<file path="config.mk">
export PLATFORM = sky130hd
export DESIGN_NAME = jtag_bsr_seg_flat
export DESIGN_NICKNAME = d
export VERILOG_FILES = /design/src/rtl/jtag_bsr_seg_pkg.sv /design/src/rtl/jtag_bsr_seg_if.sv /design/src/rtl/jtag_bsr_seg_segment.sv /design/src/rtl/jtag_bsr_seg.sv /design/src/flat_wrapper.sv
export SDC_FILE = /design/constraint.sdc
export NUM_CORES = 1
export LEC_CHECK = 0
export BUFFER_PORTS_ARGS = -buffer_cell sky130_fd_sc_hd__buf_2
export CORE_MARGIN = 4
export CORE_UTILIZATION = 49
export DETAILED_ROUTE_END_ITERATION = 10
export HOLD_SLACK_MARGIN = 0.08
export PLACE_DENSITY = 0.87
export SETUP_SLACK_MARGIN = 0.15
export SYNTH_ARGS = -nofsm -noshare
export SYNTH_HDL_FRONTEND = slang
export SYNTH_SLANG_ARGS = --single-unit
</file>
<file path="constraint.sdc">
create_clock -name clockDR -period 2.1 [get_ports clockDR]
set_input_delay 0.315 -clock clockDR [delete_from_list [all_inputs] [get_ports clockDR]]
set_output_delay 0.315 -clock clockDR [all_outputs]
set_load 0.01 [all_outputs]
</file>
<file path="src/rtl/jtag_bsr_seg_pkg.sv">
// jtag_pkg: constants and helpers shared by the segmented boundary-scan
// register and the instruction decoder.
//   BSR_SEG_LEN_DEF / BSR_N_SEG_DEF : default geometry
//   bsr_len_w()                     : width of the chain_len output
//   bsr_chain_len()                 : cell-chain length for a segment-enable mask
package jtag_pkg;

  localparam int BSR_SEG_LEN_DEF = 8;
  localparam int BSR_N_SEG_DEF   = 4;
  // Widest segment-enable mask bsr_chain_len() accepts.
  localparam int BSR_MAX_SEG     = 64;

  function automatic int bsr_len_w(input int n_seg, input int seg_len);
    return $clog2(n_seg * seg_len + 1);
  endfunction

  // An enabled segment contributes its cells; a bypassed one contributes its
  // single bypass flop.
  function automatic int bsr_chain_len(input logic [BSR_MAX_SEG-1:0] seg_en,
                                       input int seg_len, input int n_seg);
    int acc;
    acc = 0;
    for (int s = 0; s < n_seg; s++)
      acc += seg_en[s] ? seg_len : 1;
    return acc;
  endfunction

endpackage

</file>
<file path="src/rtl/jtag_bsr_seg_if.sv">
// jtag_bsr_seg_if: TAP-side bundle for the segmented boundary-scan register.
//   master : TAP controller / test logic (drives enables, TDI, pin data)
//   slave  : jtag_bsr_seg (drives TDO, data_out, seg_en, chain_len)
interface jtag_bsr_seg_if
  import jtag_pkg::*;
#(
  parameter int SEG_LEN = BSR_SEG_LEN_DEF,
  parameter int N_SEG   = BSR_N_SEG_DEF
);
  localparam int W   = N_SEG * SEG_LEN;
  localparam int CLW = bsr_len_w(N_SEG, SEG_LEN);

  logic           capture_en;
  logic           shift_en;
  logic           update_en;
  logic           sel_cfg;
  logic           mode;
  logic           scan_in;
  logic [W-1:0]   data_in;
  logic           scan_out;
  logic [W-1:0]   data_out;
  logic [N_SEG-1:0] seg_en;
  logic [CLW-1:0] chain_len;

  modport master (
    output capture_en, shift_en, update_en, sel_cfg, mode, scan_in, data_in,
    input  scan_out, data_out, seg_en, chain_len
  );

  modport slave (
    input  capture_en, shift_en, update_en, sel_cfg, mode, scan_in, data_in,
    output scan_out, data_out, seg_en, chain_len
  );
endinterface

</file>
<file path="src/rtl/jtag_bsr_seg_segment.sv">
// jtag_bsr_segment: one boundary-scan segment.
//   SEG_LEN scan cells, SEG_LEN update regs and one bypass flop.
//   en=1 : cells form the segment's chain, scan_out = cells[0]
//   en=0 : cells/update regs hold, bypass flop is the chain
//   data_out : update register contents (the top applies the mode mux)
// Enables arrive already qualified by the top (inactive while sel_cfg=1).
module jtag_bsr_segment #(
  parameter int                 SEG_LEN = 8,
  parameter logic [SEG_LEN-1:0] SAFE    = '0
) (
  input  logic               clockDR,
  input  logic               reset_bar,
  input  logic               en,
  input  logic               capture_en,
  input  logic               shift_en,
  input  logic               update_en,
  input  logic               scan_in,
  output logic               scan_out,
  input  logic [SEG_LEN-1:0] data_in,
  output logic [SEG_LEN-1:0] data_out
);
  logic [SEG_LEN-1:0] cells, upd;
  logic               byp;
  logic [SEG_LEN:0]   shifted;

  // Right shift with scan_in entering the MSB; also valid for SEG_LEN=1.
  assign shifted = {scan_in, cells} >> 1;

  always_ff @(posedge clockDR or negedge reset_bar) begin
    if (!reset_bar) begin
      cells <= '0;
      upd   <= SAFE;
      byp   <= 1'b0;
    end else if (en) begin
      // Update sees the pre-edge cells even when capture/shift fire too.
      if (update_en)       upd   <= cells;
      if (capture_en)      cells <= data_in;
      else if (shift_en)   cells <= shifted[SEG_LEN-1:0];
    end else begin
      if (capture_en)      byp   <= 1'b0;
      else if (shift_en)   byp   <= scan_in;
    end
  end

  assign scan_out = en ? cells[0] : byp;
  assign data_out = upd;
endmodule

</file>
<file path="src/rtl/jtag_bsr_seg.sv">
// jtag_bsr_seg: segmented boundary-scan register.
//   clockDR   : free-running scan clock, rising edge
//   reset_bar : asynchronous active-low reset
//   bus       : jtag_bsr_seg_if.slave (enables, TDI/TDO, pin data, status)
// sel_cfg=1 routes TDI/TDO through the N_SEG-bit config register that loads
// seg_en; sel_cfg=0 routes through the segments, highest segment nearest TDI.
module jtag_bsr_seg
  import jtag_pkg::*;
#(
  parameter int                         SEG_LEN    = BSR_SEG_LEN_DEF,
  parameter int                         N_SEG      = BSR_N_SEG_DEF,
  parameter logic [N_SEG*SEG_LEN-1:0]   SAFE_VALUE = '0
) (
  input  logic           clockDR,
  input  logic           reset_bar,
  jtag_bsr_seg_if.slave  bus
);
  localparam int W   = N_SEG * SEG_LEN;
  localparam int CLW = bsr_len_w(N_SEG, SEG_LEN);

  logic [N_SEG-1:0] cfg_scan, seg_en;
  logic [N_SEG:0]   cfg_shifted;
  logic [N_SEG:0]   link;       // link[s+1] feeds segment s, link[0] is chain out
  logic [W-1:0]     upd;
  logic             cell_cap, cell_sh, cell_up;

  assign cfg_shifted = {bus.scan_in, cfg_scan} >> 1;

  always_ff @(posedge clockDR or negedge reset_bar) begin
    if (!reset_bar) begin
      cfg_scan <= '0;
      seg_en   <= '1;
    end else if (bus.sel_cfg) begin
      if (bus.update_en)      seg_en   <= cfg_scan;
      if (bus.capture_en)     cfg_scan <= seg_en;
      else if (bus.shift_en)  cfg_scan <= cfg_shifted[N_SEG-1:0];
    end
  end

  // Segments only see enables while the cell chain is selected.
  assign cell_cap = bus.capture_en & ~bus.sel_cfg;
  assign cell_sh  = bus.shift_en   & ~bus.sel_cfg;
  assign cell_up  = bus.update_en  & ~bus.sel_cfg;

  assign link[N_SEG] = bus.scan_in;

  for (genvar s = 0; s < N_SEG; s++) begin : g_seg
    jtag_bsr_segment #(
      .SEG_LEN (SEG_LEN),
      .SAFE    (SAFE_VALUE[s*SEG_LEN +: SEG_LEN])
    ) u_seg (
      .clockDR    (clockDR),
      .reset_bar  (reset_bar),
      .en         (seg_en[s]),
      .capture_en (cell_cap),
      .shift_en   (cell_sh),
      .update_en  (cell_up),
      .scan_in    (link[s+1]),
      .scan_out   (link[s]),
      .data_in    (bus.data_in[s*SEG_LEN +: SEG_LEN]),
      .data_out   (upd[s*SEG_LEN +: SEG_LEN])
    );
  end

  assign bus.scan_out  = bus.sel_cfg ? cfg_scan[0] : link[0];
  assign bus.data_out  = bus.mode ? upd : bus.data_in;
  assign bus.seg_en    = seg_en;
  assign bus.chain_len = CLW'(bsr_chain_len(BSR_MAX_SEG'(seg_en), SEG_LEN, N_SEG));
endmodule
</file>
<file path="src/flat_wrapper.sv">
// flat-port wrapper written by rule: the top's interface ports become plain ports
module jtag_bsr_seg_flat import jtag_pkg::*;
#(
  parameter int                         SEG_LEN    = BSR_SEG_LEN_DEF,
  parameter int                         N_SEG      = BSR_N_SEG_DEF,
  parameter logic [N_SEG*SEG_LEN-1:0]   SAFE_VALUE = '0
)
  (clockDR, reset_bar, bus_capture_en, bus_shift_en, bus_update_en, bus_sel_cfg, bus_mode, bus_scan_in, bus_data_in, bus_scan_out, bus_data_out, bus_seg_en, bus_chain_len);
  jtag_bsr_seg_if #(.SEG_LEN(SEG_LEN), .N_SEG(N_SEG)) bus_i ();
  input  logic clockDR;
  input  logic reset_bar;
  input wire logic [$bits(bus_i.capture_en)-1:0] bus_capture_en;
  input wire logic [$bits(bus_i.shift_en)-1:0] bus_shift_en;
  input wire logic [$bits(bus_i.update_en)-1:0] bus_update_en;
  input wire logic [$bits(bus_i.sel_cfg)-1:0] bus_sel_cfg;
  input wire logic [$bits(bus_i.mode)-1:0] bus_mode;
  input wire logic [$bits(bus_i.scan_in)-1:0] bus_scan_in;
  input wire logic [$bits(bus_i.data_in)-1:0] bus_data_in;
  output wire logic [$bits(bus_i.scan_out)-1:0] bus_scan_out;
  output wire logic [$bits(bus_i.data_out)-1:0] bus_data_out;
  output wire logic [$bits(bus_i.seg_en)-1:0] bus_seg_en;
  output wire logic [$bits(bus_i.chain_len)-1:0] bus_chain_len;
  assign bus_i.capture_en = bus_capture_en;
  assign bus_i.shift_en = bus_shift_en;
  assign bus_i.update_en = bus_update_en;
  assign bus_i.sel_cfg = bus_sel_cfg;
  assign bus_i.mode = bus_mode;
  assign bus_i.scan_in = bus_scan_in;
  assign bus_i.data_in = bus_data_in;
  assign bus_scan_out = bus_i.scan_out;
  assign bus_data_out = bus_i.data_out;
  assign bus_seg_en = bus_i.seg_en;
  assign bus_chain_len = bus_i.chain_len;
  jtag_bsr_seg #(.SEG_LEN(SEG_LEN), .N_SEG(N_SEG), .SAFE_VALUE(SAFE_VALUE)) u_core (.clockDR(clockDR), .reset_bar(reset_bar), .bus(bus_i));
endmodule
</file>
==> flow_results.xml, run 1 <==
<?xml version="1.0" encoding="UTF-8"?>
<metrics>
  <group name="run_status">
    <metric name="outcome" unit="">finished with violations</metric>
    <metric name="failed_checks" unit="">negative setup slack</metric>
  </group>
  <group name="setup_path">
    <metric name="cpLargestDelayFamily" unit="">adder cells</metric>
    <metric name="worst-setup-path-type" unit="">flop to output pin</metric>
    <metric name="timing.critical_path.buf_inv" unit="">3</metric>
    <metric name="r2r_setup_slack" unit="ns">0.42</metric>
    <metric name="critical_path.endpoint_type" unit="">output pin</metric>
    <metric name="rr_endpoint" unit="">u_core.g_seg[0].u_seg.byp$_DFFE_PN0P_</metric>
    <metric name="path_max_fanout" unit="">2</metric>
    <metric name="timing.critical_path.mode_cell" unit="">sky130_fd_sc_hd__ha_4</metric>
    <metric name="crit_chain" unit="">inv_4 &gt; fa_1 &gt; inv_2 &gt; ha_4 &gt; ha_4 &gt; buf_6</metric>
    <metric name="r2r_startpoint" unit="">u_core.bus.seg_en[1]$_DFFE_PN1P_</metric>
    <metric name="worst_ep_arrival_time" unit="ns">2.07</metric>
    <metric name="crit_path_start_kind" unit="">flop</metric>
    <metric name="critPathMaxStageDelay" unit="ns">0.58</metric>
    <metric name="critPathSlowestCell" unit="">sky130_fd_sc_hd__dfstp_2</metric>
    <metric name="r2r_cells" unit="">6</metric>
    <metric name="required" unit="ns">1.78</metric>
  </group>
  <group name="sta">
    <metric name="setup-violations-final" unit="">6</metric>
    <metric name="timing_worst_slew_pin_value" unit="ns">0.5361</metric>
    <metric name="setup_total_negative_slack" unit="ns">-1.044</metric>
    <metric name="report.final.hold_viol_count" unit="">0</metric>
    <metric name="layout_worst_path_cycle_share" unit="">1.137</metric>
    <metric name="rsz0062_at_grt" unit="">yes</metric>
    <metric name="finalMaxSlewViolations" unit="">0</metric>
    <metric name="final.setup_skew" unit="ns">0.007918</metric>
    <metric name="achievable-frequency" unit="MHz">419.0</metric>
    <metric name="final_critical_path_setup_slack" unit="ns">-0.2867</metric>
    <metric name="timing.slew.headroom" unit="">0.6407</metric>
    <metric name="worst_hold_slack" unit="ns">0.2841</metric>
    <metric name="final.min_clock_period" unit="ns">2.387</metric>
  </group>
  <group name="final_layout">
    <metric name="most-common-layout-cells" unit="">sky130_fd_sc_hd__buf_2 (75), sky130_fd_sc_hd__dfrtp_1 (72), sky130_fd_sc_hd__mux2_2 (68), sky130_fd_sc_hd__a21oi_1 (65), sky130_fd_sc_hd__mux2i_1 (33)</metric>
    <metric name="commonest_non_fill_non_tap_cell_in_the_layout" unit="">sky130_fd_sc_hd__buf_2</metric>
    <metric name="layout-drive-gt1-share" unit="">0.4880</metric>
    <metric name="area_delta_synth_final" unit="%">22.68</metric>
    <metric name="layout.core_utilization" unit="">0.6229</metric>
    <metric name="nNetsFinal" unit="">458</metric>
    <metric name="antennaDiodeCount" unit="">0</metric>
    <metric name="fillerInstances" unit="">636</metric>
  </group>
  <group name="grt">
    <metric name="global_route_wire_length_before_repair" unit="um">14920</metric>
    <metric name="overflow" unit="">0</metric>
    <metric name="first_global_vias" unit="">3025</metric>
    <metric name="pin_count_of_the_biggest_net_entering_global_routing" unit="">44</metric>
    <metric name="global_router_s_overall_resource_usage" unit="">0.1909</metric>
    <metric name="grt_antenna_before_repair" unit="">0</metric>
  </group>
  <group name="clock_tree">
    <metric name="cts_root_buffer" unit="">sky130_fd_sc_hd__clkbuf_8</metric>
    <metric name="cts_tree" unit="">done</metric>
    <metric name="cts.htree.levels" unit="">3</metric>
    <metric name="max-clock-path-buffers" unit="">2</metric>
    <metric name="cts.sinks" unit="">76</metric>
    <metric name="numCtsBuffers" unit="">9</metric>
    <metric name="clk_pin_slew_worst_paths" unit="ns">0.08</metric>
    <metric name="clock_latency_late_sink" unit="ns">0.34</metric>
  </group>
  <group name="route">
    <metric name="post-route-drc-count" unit="">0</metric>
    <metric name="drt_pass1_iterations" unit="">4</metric>
    <metric name="dr_total_vias" unit="">2891</metric>
    <metric name="postRouteAntennaNets" unit="">0</metric>
    <metric name="postRouteWirelength" unit="um">8957</metric>
    <metric name="drt_iter0_markers" unit="">125</metric>
    <metric name="vias_per_cell" unit="">5.581</metric>
    <metric name="routed_wirelength_normalized_by_instance_count" unit="um">17.29</metric>
  </group>
  <group name="yosys">
    <metric name="number_of_synthesized_register_bits" unit="">76</metric>
    <metric name="async_flop_share" unit="">1.000</metric>
    <metric name="number_of_warnings_issued_by_yosys" unit="">0</metric>
    <metric name="synth_edf_count" unit="">0</metric>
    <metric name="yosys.area.top_type" unit="">sky130_fd_sc_hd__dfrtp_1</metric>
    <metric name="synth_top_area_frac" unit="">0.4569</metric>
    <metric name="synth-main-ff-cell" unit="">sky130_fd_sc_hd__dfrtp_1</metric>
    <metric name="netlist_area" unit="um2">3944</metric>
    <metric name="syn-num-nets" unit="">373</metric>
    <metric name="synth_seq_area_share" unit="">0.4835</metric>
    <metric name="yosysUniqueCellTypes" unit="">33</metric>
    <metric name="syn_avg_cell_area" unit="um2">12.06</metric>
    <metric name="synth.top_cells.by_area" unit="">sky130_fd_sc_hd__dfrtp_1 (46%), sky130_fd_sc_hd__mux2_2 (19%), sky130_fd_sc_hd__mux2i_1 (8.4%), sky130_fd_sc_hd__a21oi_1 (8.2%), sky130_fd_sc_hd__dfstp_2 (2.7%)</metric>
    <metric name="syn_inst" unit="">327</metric>
  </group>
  <group name="placed_design">
    <metric name="io_buffer_count" unit="">82</metric>
    <metric name="dp.final_hpwl" unit="um">6094</metric>
    <metric name="pre_cts_slack" unit="ns">0.02241</metric>
    <metric name="gp_congestion" unit="">0.7927</metric>
  </group>
  <group name="floorplanning">
    <metric name="floorplan.core_area" unit="um2">7767</metric>
    <metric name="die_boundary_height" unit="um">97.72</metric>
    <metric name="floorplan.die_area" unit="um2">9548</metric>
    <metric name="core.rowCount" unit="">32</metric>
    <metric name="initial_core_util" unit="">0.5077</metric>
    <metric name="io_pins" unit="">83</metric>
    <metric name="floorplan.die.width" unit="um">97.72</metric>
  </group>
  <group name="hold_path">
    <metric name="worst_hold_path.num_cells" unit="">3</metric>
    <metric name="hold_path.class" unit="">primary input to flop</metric>
    <metric name="end_of_the_worst_hold_path" unit="">u_core.g_seg[0].u_seg.cells[2]$_DFFE_PN0P_</metric>
    <metric name="min_from" unit="">bus_data_in[2]</metric>
  </group>
  <group name="run">
    <metric name="max_cap_violations" unit="">0</metric>
  </group>
  <group name="power_and_ir_drop">
    <metric name="p_seq_frac" unit="">0.396</metric>
    <metric name="swShare" unit="">0.3320</metric>
    <metric name="power_report.internal_total" unit="mW">4.364</metric>
    <metric name="power.net_switching" unit="mW">2.169</metric>
    <metric name="worst_vdd_drop" unit="mV">1.166</metric>
    <metric name="power_per_cell_area" unit="nW/um2">1350</metric>
    <metric name="power_share_of_the_clock_group" unit="">0.205</metric>
    <metric name="power.total" unit="mW">6.534</metric>
    <metric name="p_leak" unit="nW">2.181</metric>
    <metric name="comb_power_share" unit="">0.399</metric>
  </group>
</metrics>
==> sequential cells by signal (all words and copies together) (netlist names) <==
register                     flops
u_core.g_seg.u_seg.data_out     32
u_core.g_seg.u_seg.cells        32
u_core.cfg_scan                  4
u_core.bus.seg_en                4
u_core.g_seg.u_seg.byp           4
==> how the worst max path moves through the flow <==
stage	start	to	slack (ns)	cells past startpoint
final	u_core.bus.seg_en[1]$_DFFE_PN1P_	bus_chain_len[4]	-0.29	6
after global placement	u_core.bus.seg_en[1]$_DFFE_PN1P_	bus_chain_len[4]	0.06	6
after floorplan	u_core.bus.seg_en[1]$_DFFE_PN1P_	bus_chain_len[4]	0.14	5
after CTS	u_core.bus.seg_en[2]$_DFFE_PN1P_	bus_chain_len[4]	-0.28	6
after detailed placement	u_core.bus.seg_en[1]$_DFFE_PN1P_	bus_chain_len[4]	0.02	6
after global routing	u_core.bus.seg_en[1]$_DFFE_PN1P_	bus_chain_len[4]	-0.35	6
==> through the flow <==
stage	area [um2]	cells
2_1_floorplan	3959	327
3_3_place_gp	4476	498
3_5_place_dp	4476	498
4_1_cts	4772	516
5_1_grt	4838	518
6_report	4838	518
==> tightest hold or removal path, stage by stage <==
cell,delay [ns]
sky130_fd_sc_hd__buf_2,0.09
sky130_fd_sc_hd__mux2i_1,0.06
sky130_fd_sc_hd__a21oi_1,0.13
==> power groups by stage <==
stage / Clock, mW / Combinational, mW / Sequential (mW)
floorplan: 0 / 1.62 / 2.47
global placement: 0 / 2.15 / 2.56
detailed placement: 0 / 2.24 / 2.60
CTS: 1.36 / 2.41 / 2.57
global route: 1.43 / 2.89 / 2.66
finish: 1.34 / 2.61 / 2.59
==> cell type report <==
type	count	area [um2]	share of cell area
timing repair buffer	98	630.6	0.1303
multi-input combinational	216	1889	0.3905
tap	102	127.6	0.02638
sequential	76	1907	0.3941
inverter	11	46.29	0.009568
clock buffer	10	137.6	0.02845
clock inverter	5	100.1	0.02069
==> logic make-up (layout without fill, tap and decap cells) <==
logic type                 after synthesis  in the layout  share of synthesized area
AOI/OAI and AO/OA                       83             83                     0.1139
adders and majority gates                6              6                    0.02284
DFF                                     76             76                     0.4835
and+or+nand+nor                         23             23                    0.04251
muxes                                  104            104                     0.2865
buffers and inverters                   35            124                    0.05076
==> layer usage <==
| layer | global-route usage | wire length, um | vias up |
|---|---|---|---|
| met3 | 0.04020 | 557 | 16 |
| met2 | 0.3152 | 4441 | 95 |
| met1 | 0.2557 | 3825 | 1421 |
| li1 | - | - | 1359 |
| met5 | 0 | 0 | - |
| met4 | 0.05431 | 133 | 0 |
==> synth_stat cells, types with 2 or more instances <==
cell / instances
sky130_fd_sc_hd__buf_2: 9
sky130_fd_sc_hd__a21oi_1: 65
sky130_fd_sc_hd__buf_6: 3
sky130_fd_sc_hd__nand2_1: 6
sky130_fd_sc_hd__fa_1: 2
sky130_fd_sc_hd__dfstp_2: 4
sky130_fd_sc_hd__mux2i_1: 33
sky130_fd_sc_hd__buf_4: 9
sky130_fd_sc_hd__nor3_2: 2
sky130_fd_sc_hd__nand2b_1: 2
sky130_fd_sc_hd__mux2_1: 3
sky130_fd_sc_hd__dfrtp_1: 72
sky130_fd_sc_hd__ha_1: 4
sky130_fd_sc_hd__nor3_4: 2
sky130_fd_sc_hd__nand2_2: 4
sky130_fd_sc_hd__o22ai_1: 6
sky130_fd_sc_hd__or4_1: 2
sky130_fd_sc_hd__nor3b_1: 2
sky130_fd_sc_hd__o31ai_1: 2
sky130_fd_sc_hd__clkbuf_1: 2
sky130_fd_sc_hd__inv_1: 10
sky130_fd_sc_hd__o21ai_0: 5
sky130_fd_sc_hd__mux2_2: 68
==> repair_timing <==
item / in CTS / in global routing
hold buffers: 1 / 0
gates resized for setup: 7 / 9
endpoints found under the hold margin: 30 / 0
setup endpoints to repair: 6 / 7
setup buffers: 2 / 2
pin swaps: 2 / 3
Note: power is estimated with default switching activity, not from simulation.
==> run 2, diff against run 1 <==
--- a/config.mk
+++ b/config.mk
@@ -7,10 +7,10 @@
 export LEC_CHECK = 0
 export BUFFER_PORTS_ARGS = -buffer_cell sky130_fd_sc_hd__buf_2
 export CORE_MARGIN = 4
-export CORE_UTILIZATION = 49
+export CORE_UTILIZATION = 55
 export DETAILED_ROUTE_END_ITERATION = 10
 export HOLD_SLACK_MARGIN = 0.08
-export PLACE_DENSITY = 0.87
+export PLACE_DENSITY = 0.91
 export SETUP_SLACK_MARGIN = 0.15
 export SYNTH_ARGS = -nofsm -noshare
 export SYNTH_HDL_FRONTEND = slang
==> constraint.sdc (replaced) <==
create_clock -name clockDR -period 2.7 [get_ports clockDR]
set_input_delay 0.405 -clock clockDR [delete_from_list [all_inputs] [get_ports clockDR]]
set_output_delay 0.405 -clock clockDR [all_outputs]
set_load 0.01 [all_outputs]
==> flow_results.xml, run 2 (synthesized netlist as in run 1, its figures left out) <==
<?xml version="1.0" encoding="UTF-8"?>
<metrics>
  <group name="run_status">
    <metric name="outcome" unit="">completed</metric>
  </group>
  <group name="setup_path">
    <metric name="critical_path.endpoint_type" unit="">output pin</metric>
    <metric name="startpoint" unit="">u_core.bus.seg_en[1]$_DFFE_PN1P_</metric>
    <metric name="r2r_startpoint" unit="">u_core.bus.seg_en[3]$_DFFE_PN1P_</metric>
    <metric name="critPathSlowestCell" unit="">sky130_fd_sc_hd__dfstp_2</metric>
    <metric name="worst_ep_arrival_time" unit="ns">2.10</metric>
    <metric name="crit_path_start_kind" unit="">flop</metric>
    <metric name="required" unit="ns">2.30</metric>
    <metric name="crit_chain" unit="">buf_6 &gt; fa_1 &gt; inv_1 &gt; ha_1 &gt; ha_1 &gt; buf_2</metric>
    <metric name="timing.critical_path.mode_cell" unit="">sky130_fd_sc_hd__ha_1</metric>
    <metric name="worst-setup-path-type" unit="">flop to output pin</metric>
    <metric name="cpLargestDelayFamily" unit="">adder cells</metric>
    <metric name="path_max_fanout" unit="">14</metric>
    <metric name="timing.critical_path.buf_inv" unit="">3</metric>
    <metric name="critPathMaxStageDelay" unit="ns">0.56</metric>
  </group>
  <group name="grt">
    <metric name="first_global_vias" unit="">2918</metric>
    <metric name="gr_util_met2" unit="">0.3541</metric>
    <metric name="global_route_wire_length_before_repair" unit="um">14570</metric>
    <metric name="overflow" unit="">0</metric>
    <metric name="grt_antenna_before_repair" unit="">0</metric>
    <metric name="groute.layer.met1.usage" unit="">0.2762</metric>
    <metric name="pin_count_of_the_biggest_net_entering_global_routing" unit="">77</metric>
    <metric name="grt_busiest_layer" unit="">met2</metric>
    <metric name="global_router_s_overall_resource_usage" unit="">0.2147</metric>
    <metric name="grt.met3_usage" unit="">0.03818</metric>
  </group>
  <group name="route">
    <metric name="postRouteWirelength" unit="um">8808</metric>
    <metric name="post-route-drc-count" unit="">0</metric>
    <metric name="drt_iter0_markers" unit="">184</metric>
    <metric name="vias_per_cell" unit="">5.622</metric>
    <metric name="postRouteAntennaNets" unit="">0</metric>
    <metric name="routed_wirelength_normalized_by_instance_count" unit="um">17.44</metric>
    <metric name="dr_total_vias" unit="">2839</metric>
    <metric name="drt_pass1_iterations" unit="">5</metric>
  </group>
  <group name="power_and_ir_drop">
    <metric name="worst_vdd_drop" unit="mV">0.9260</metric>
    <metric name="p_leak" unit="nW">2.121</metric>
    <metric name="power_per_cell_area" unit="nW/um2">1034</metric>
  </group>
  <group name="floorplanning">
    <metric name="core.rowCount" unit="">30</metric>
    <metric name="floorplan.die.width" unit="um">92.68</metric>
    <metric name="io_pins" unit="">83</metric>
    <metric name="floorplan.die_area" unit="um2">8590</metric>
    <metric name="floorplan.core_area" unit="um2">6869</metric>
    <metric name="initial_core_util" unit="">0.5741</metric>
    <metric name="die_boundary_height" unit="um">92.68</metric>
  </group>
  <group name="clock_tree">
    <metric name="cts_root_buffer" unit="">sky130_fd_sc_hd__clkbuf_8</metric>
    <metric name="clock_latency_late_sink" unit="ns">0.36</metric>
    <metric name="cts.htree.levels" unit="">3</metric>
    <metric name="numCtsBuffers" unit="">9</metric>
    <metric name="cts.sinks" unit="">76</metric>
    <metric name="clk_pin_slew_worst_paths" unit="ns">0.08</metric>
    <metric name="cts_tree" unit="">done</metric>
    <metric name="post_cts_hold_buffer_count" unit="">0</metric>
    <metric name="max-clock-path-buffers" unit="">2</metric>
  </group>
  <group name="sta">
    <metric name="timing_worst_slew_pin_value" unit="ns">0.9304</metric>
    <metric name="finalMaxSlewViolations" unit="">0</metric>
    <metric name="final_critical_path_setup_slack" unit="ns">0.1952</metric>
    <metric name="final.min_clock_period" unit="ns">2.505</metric>
    <metric name="rsz0062_at_grt" unit="">no</metric>
    <metric name="timing.slew.headroom" unit="">0.3797</metric>
    <metric name="report.final.hold_viol_count" unit="">0</metric>
    <metric name="setup-violations-final" unit="">0</metric>
    <metric name="setup_total_negative_slack" unit="ns">0</metric>
    <metric name="final.setup_skew" unit="ns">0.007892</metric>
    <metric name="layout_worst_path_cycle_share" unit="">0.9277</metric>
    <metric name="achievable-frequency" unit="MHz">399.2</metric>
  </group>
  <group name="hold_path">
    <metric name="hold_path.class" unit="">primary input to asynchronous set/reset pin</metric>
  </group>
  <group name="placed_design">
    <metric name="pre_cts_slack" unit="ns">0.5093</metric>
    <metric name="dp.final_hpwl" unit="um">6006</metric>
    <metric name="gp_congestion" unit="">0.8750</metric>
    <metric name="dp_cells" unit="">487</metric>
    <metric name="io_buffer_count" unit="">82</metric>
  </group>
  <group name="final_layout">
    <metric name="final_cells" unit="">505</metric>
    <metric name="antennaDiodeCount" unit="">0</metric>
    <metric name="layout-drive-gt1-share" unit="">0.4719</metric>
    <metric name="most-common-layout-cells" unit="">sky130_fd_sc_hd__buf_2 (80), sky130_fd_sc_hd__dfrtp_1 (72), sky130_fd_sc_hd__mux2_2 (68), sky130_fd_sc_hd__a21oi_1 (65), sky130_fd_sc_hd__mux2i_1 (33)</metric>
    <metric name="area_delta_synth_final" unit="%">18.24</metric>
    <metric name="layout.core_utilization" unit="">0.6789</metric>
    <metric name="nNetsFinal" unit="">450</metric>
    <metric name="commonest_non_fill_non_tap_cell_in_the_layout" unit="">sky130_fd_sc_hd__buf_2</metric>
  </group>
  <group name="run">
    <metric name="max_cap_violations" unit="">0</metric>
  </group>
</metrics>
[run 2: what timing repair did]
action | CTS | global route
pin swaps | 2 | 1
setup buffers | 2 | 0
setup endpoints to repair | 1 | 2
gates resized for setup | 1 | 8
[run 2: routing by layer]
layer  routed length (um)  share of wire
met1                 3680           0.42
met2                 4544           0.52
met3                  402          0.046
met4                  180          0.020
met5                    0              0
[run 2: worst paths after layout]
path | end | slack [ns] | cells past startpoint
setup / recovery | bus_chain_len[1] | 0.20 | 6
setup reg to reg | u_core.g_seg[3].u_seg.cells[7]$_DFFE_PN0P_ | 0.98 | 3
max in group asynchronous | u_core.cfg_scan[2]$_DFFE_PN0P_ | 1.91 | 1
hold reg to reg | u_core.g_seg[2].u_seg.byp$_DFFE_PN0P_ | 0.50 | 2
hold / removal | u_core.g_seg[1].u_seg.cells[3]$_DFFE_PN0P_ | 0.18 | 1
min in group clockDR | u_core.g_seg[2].u_seg.cells[6]$_DFFE_PN0P_ | 0.37 | 3
[run 2: power by group]
| part | switching [mW] | internal [mW] |
|---|---|---|
| Clock | 0.429 | 0.574 |
| Sequential | 0.356 | 1.66 |
| Combinational | 0.880 | 0.920 |
| Total | 1.67 | 3.16 |
[run 2: metrics by stage]
| step | power (mW) | hold slack [ns] | cell area [um2] |
|---|---|---|---|
| global placement | 3.624 | 0.4778 | 4378 |
| global route | 5.143 | 0.2734 | 4663 |
| CTS | 4.764 | 0.2283 | 4627 |
| finish | 4.823 | 0.1791 | 4663 |
| floorplan | 3.160 | 0.1094 | 3944 |
| detailed placement | 3.735 | 0.4853 | 4378 |
[run 2: cell type report]
cell class              count  area [um2]
fillers                   496        2206
inverters                  11       41.29
clock buffers              11       151.4
well taps                  96       120.1
multi-input cells         216        1854
clock inverters             5       82.58
flip-flops and latches     76        1907
repair buffers             90       506.7
